<file path="config.mk">
export PLATFORM = sky130hd
export DESIGN_NAME = rf_write_arbiter
export DESIGN_NICKNAME = d
export VERILOG_FILES = /design/src/rtl/rf_arb_pkg.sv /design/src/rtl/rr_picker.sv /design/src/rtl/rf_write_arbiter.sv
export SDC_FILE = /design/constraint.sdc
export NUM_CORES = 1
export LEC_CHECK = 0
export ABC_CLOCK_PERIOD_IN_PS = 4700
export BUFFER_PORTS_ARGS = -buffer_cell sky130_fd_sc_hd__buf_2
export CORE_MARGIN = 2
export CORE_UTILIZATION = 51
export DETAILED_ROUTE_END_ITERATION = 16
export PLACE_DENSITY_LB_ADDON = 0.3
export SYNTH_ARGS = -nofsm -noshare
export SYNTH_HDL_FRONTEND = slang
export SYNTH_SLANG_ARGS = --single-unit
</file>
<file path="constraint.sdc">
create_clock -name Clk -period 4.7 [get_ports Clk]
set_clock_uncertainty 0.15 [all_clocks]
set_input_delay 0.705 -clock Clk [delete_from_list [all_inputs] [get_ports Clk]]
set_output_delay 0.705 -clock Clk [all_outputs]
set_load 0.05 [all_outputs]
</file>
<file path="src/rtl/rf_arb_pkg.sv">
// Shared constants and helpers for the register-file write-port arbiter.
// Requester IDs map to bit positions in req_valid / req_ready.
package rf_arb_pkg;

  localparam int NREQ = 3;
  localparam int AW   = 4;
  localparam int DW   = 32;

  localparam int REQ_ALU  = 0;
  localparam int REQ_MEM  = 1;
  localparam int REQ_LINK = 2;

  function automatic logic [15:0] onehot16(input logic [3:0] addr);
    return 16'h0001 << addr;
  endfunction

endpackage

</file>
<file path="src/rtl/rr_picker.sv">
// Rotating-priority selector: first valid requester at or after i_ptr wins.
// Purely combinational; the caller owns the pointer register.
module rr_picker #(
  parameter int NREQ = 3,
  parameter int PW   = 2
) (
  input  logic [NREQ-1:0] i_valid,
  input  logic [PW-1:0]   i_ptr,
  output logic [NREQ-1:0] o_grant,
  output logic [PW-1:0]   o_idx,
  output logic            o_any
);

  logic [PW-1:0] w_cand;

  always_comb begin
    o_grant = '0;
    o_idx   = '0;
    o_any   = 1'b0;
    w_cand  = '0;
    for (int k = 0; k < NREQ; k++) begin
      w_cand = PW'((int'(i_ptr) + k) % NREQ);
      if (!o_any && i_valid[w_cand]) begin
        o_any           = 1'b1;
        o_grant[w_cand] = 1'b1;
        o_idx           = w_cand;
      end
    end
  end

endmodule

</file>
<file path="src/rtl/rf_write_arbiter.sv">
// Round-robin arbiter for the register-file write port with a registered
// write stage and a combinational pending-write mask for hazard stalls.
module rf_write_arbiter #(
  parameter int NREQ = rf_arb_pkg::NREQ,
  parameter int AW   = rf_arb_pkg::AW,
  parameter int DW   = rf_arb_pkg::DW
) (
  input  logic              Clk,
  input  logic              Rst_n,
  input  logic [NREQ-1:0]   req_valid,
  input  logic [NREQ*AW-1:0] req_addr,
  input  logic [NREQ*DW-1:0] req_data,
  output logic [NREQ-1:0]   req_ready,
  input  logic              hold,
  output logic              RF,
  output logic [AW-1:0]     C,
  output logic [DW-1:0]     PC,
  output logic [15:0]       pend
);

  import rf_arb_pkg::*;

  localparam int PW = (NREQ > 1) ? $clog2(NREQ) : 1;

  logic [PW-1:0]   r_ptr;
  logic            r_rf;
  logic [AW-1:0]   r_c;
  logic [DW-1:0]   r_pc;

  logic [NREQ-1:0] w_valid_eff;
  logic [NREQ-1:0] w_grant;
  logic [PW-1:0]   w_idx;
  logic            w_any;
  logic [AW-1:0]   w_sel_addr;
  logic [DW-1:0]   w_sel_data;
  logic [PW-1:0]   w_ptr_next;
  logic [15:0]     w_pend;

  // Reset also masks grants so nothing is offered while the stage is cleared.
  assign w_valid_eff = (hold || !Rst_n) ? '0 : req_valid;

  rr_picker #(
    .NREQ (NREQ),
    .PW   (PW)
  ) u_picker (
    .i_valid (w_valid_eff),
    .i_ptr   (r_ptr),
    .o_grant (w_grant),
    .o_idx   (w_idx),
    .o_any   (w_any)
  );

  assign req_ready = w_grant;

  always_comb begin
    w_sel_addr = '0;
    w_sel_data = '0;
    for (int i = 0; i < NREQ; i++) begin
      if (w_grant[i]) begin
        w_sel_addr = req_addr[i*AW +: AW];
        w_sel_data = req_data[i*DW +: DW];
      end
    end
  end

  assign w_ptr_next = (w_idx == PW'(NREQ-1)) ? '0 : w_idx + PW'(1);

  always_ff @(posedge Clk or negedge Rst_n) begin
    if (!Rst_n) begin
      r_ptr <= '0;
      r_rf  <= 1'b0;
      r_c   <= '0;
      r_pc  <= '0;
    end else begin
      r_rf <= w_any;
      if (w_any) begin
        r_ptr <= w_ptr_next;
        r_c   <= w_sel_addr;
        r_pc  <= w_sel_data;
      end
    end
  end

  always_comb begin
    w_pend = r_rf ? onehot16(r_c) : 16'h0000;
    for (int i = 0; i < NREQ; i++) begin
      if (req_valid[i]) w_pend = w_pend | onehot16(req_addr[i*AW +: AW]);
    end
  end

  assign RF   = r_rf;
  assign C    = r_c;
  assign PC   = r_pc;
  assign pend = w_pend;

endmodule

</file>
==> run metrics <==
hpwl dp 8504 um; layout net count 656; RSZ-0062 raised after global routing false; Post-Route Utilization 65.45%; min-delay worst type input port to asynchronous set/reset pin; Max rail drop VDD 298.2 uV; P_leak 1.836 nW; grt met1 use 38.67%; r2r setup slk 1.30 ns; GR Layer Usage met3 6.221%; Fillers 585; Async SR Flop Fraction 100.0%; Mapped Cells 397; area grow syn2layout 24.48%; DR WL/cell 19.08 um; Die Wd 87.69 um; Reg area 975.9 um2; RePlAce Congestion 0.8938; drt via density 6.553; CTS Buf Count 5; Setup WS pre-CTS 0.9144 ns; Routed Antenna Nets 0; Max Clock Freq 262.9 MHz; worst r2r dst PC[2]; final setup violating endpoints 0; GRT met2 Usage 50.00%; Critical Path RT 3.85 ns; critical path arrival 2.95 ns; actual slew at the worst max-slew pin 0.8067 ns; final worst path period need 3.804 ns; I/O pins 170; Antenna diodes 0; CORE AREA 6794 um2; final setup margin 0.8957 ns; critical path capture point type output port; die area 7690 um2; GRT Total Usage 30.31%; clk buf depth 2; worst hold slack 0.2285 ns; via count 4161; CP Class input port to output port; CP max FO 37; post-synth cell types 57; synth warn 0; Cell Area, Synth 3572 um2; FF+latch count, synth 39; PostCTS Resize Cnt 0; final max-slew violation count 0; reg2reg path depth 8; Initial Util 52.58%; IO buf count 169; hold buffers post-CTS 0; clk slew on worst S/H paths 0.07 ns; PD cells 651.1 nW/um2; status completed; GRT Residual Overflow 0; crit path from Rst_n; synthesized area per cell 8.998 um2; Synthesized Nets 515; Clk Latency, worst-skew pair 0.29 ns; DR pass1 iterations 5; Synth Flop Type dfrtp_1; Worst slew margin 45.82%; CP startpoint kind input port; area of the multi-input gates 2346 um2; vias in the first global route 4038; Tot Pwr 2.895 mW; standard-cell rows 30; H-tree depth 2; share of layout cells above drive strength 1 43.41%; final-report hold violation count 0; largest net degree at the start of global routing 41; TritonCTS sink count 39; Post-route DRC 0; final wirelength 12120 um; Die H 87.69 um; Max Cap Violations 0; postcts setup bufs 0; reg-to-reg startpoint r_ptr[0]; DRT iter0 DRCs 410; busiest layer in global routing met2; Post-synth EDFFs 0; clock root cell clkbuf_8; most frequent cells in the layout buf_2 (169), nor2_1 (46), a21oi_1 (41), dfrtp_1 (39), o2111ai_1 (37); commonest non-fill, non-tap cell in the layout buf_2; first-pass GRT wire length 18770 um; initial antenna violation count 0; CTS tree built; setup TNS 0 ns; post-synthesis sequential area ratio 27.32%; Tcrit/Tclk final 80.94%
==> power breakdown <==
| group | switching, mW | leakage [nW] | internal (mW) |
|---|---|---|---|
| Clock | 0.121 | 0.0477 | 0.102 |
| Combinational | 1.42 | 1.32 | 0.609 |
| Sequential | 0.129 | 0.470 | 0.515 |
| Total | 1.67 | 1.84 | 1.23 |
==> area by class of cell <==
| type | count | share of cell area [%] |
|---|---|---|
| inverter | 6 | 0.5065 |
| multi-input combinational | 310 | 52.76 |
| timing repair buffer | 176 | 20.20 |
| sequential | 39 | 21.95 |
| tap | 96 | 2.701 |
| clock buffer | 5 | 1.548 |
| clock inverter | 3 | 0.3376 |
==> per-layer routing <==
metal  vias up  routed length [um]
li1       1895                   -
met3        34                1059
met4         0                 282
met1      1948                4847
met5         -                   0
met2       284                5926
==> worst max-delay path by stage <==
stage,to,slack (ns),cells after the start
2_1_floorplan,pend[0],0.84,2
3_3_place_gp,req_ready[0],0.92,6
3_5_place_dp,req_ready[0],0.91,6
4_1_cts,req_ready[0],0.91,6
5_1_grt,req_ready[0],0.77,6
6_report,req_ready[0],0.90,6
==> worst max-delay path, cell delays in order <==
cell	delay, ns
buf_2	0.41
or3b_4	0.48
o22ai_4	0.27
mux2_4	0.50
or2_2	0.34
buf_2	0.21
==> sequential cells by signal (all words and copies together) (netlist names) <==
| name | count |
|---|---|
| r_ptr | 2 |
| C | 4 |
| RF | 1 |
| PC | 32 |
==> synthesized netlist by cell type, types with 2 or more instances <==
cell type / n / area, um2
nand3b_1: 4 / 30.03
buf_6: 6 / 67.56
o22a_1: 2 / 17.52
or3b_2: 3 / 26.28
inv_1: 6 / 22.52
a21oi_1: 41 / 205.2
nand2b_1: 8 / 50.05
and3_1: 3 / 18.77
buf_2: 19 / 95.09
o221ai_1: 5 / 43.79
mux2i_4: 2 / 45.04
a311oi_1: 6 / 52.55
buf_4: 4 / 30.03
o21ai_0: 34 / 170.2
mux2_4: 3 / 45.04
or2_2: 3 / 18.77
o311ai_0: 4 / 35.03
nor3_1: 3 / 15.01
o21ai_1: 4 / 20.02
a32oi_1: 4 / 35.03
nand2_1: 12 / 45.04
nor3b_1: 4 / 30.03
o22ai_1: 2 / 12.51
a221o_1: 5 / 50.05
nand3_1: 5 / 25.02
a311oi_2: 30 / 450.4
ha_1: 4 / 50.05
o32a_1: 2 / 20.02
dfrtp_1: 39 / 975.9
nor2b_1: 7 / 43.79
o32ai_1: 5 / 43.79
clkbuf_1: 12 / 45.04
nor2_1: 46 / 172.7
o2111ai_1: 37 / 324.1
==> cell families after synthesis <==
family	synth area share [%]
buffers and inverters	7.390
adders and majority gates	1.401
muxes	3.222
and+or+nand+nor	16.11
AOI/OAI and AO/OA	44.55
DFF	27.32
==> stage by stage <==
| step | std cells | instance area, um2 |
|---|---|---|
| 5_1_grt | 635 | 4447 |
| 4_1_cts | 635 | 4447 |
| 3_3_place_gp | 627 | 4363 |
| 2_1_floorplan | 397 | 3572 |
| 3_5_place_dp | 627 | 4363 |
| 6_report | 635 | 4447 |
Power figures use the tool's default switching activity.
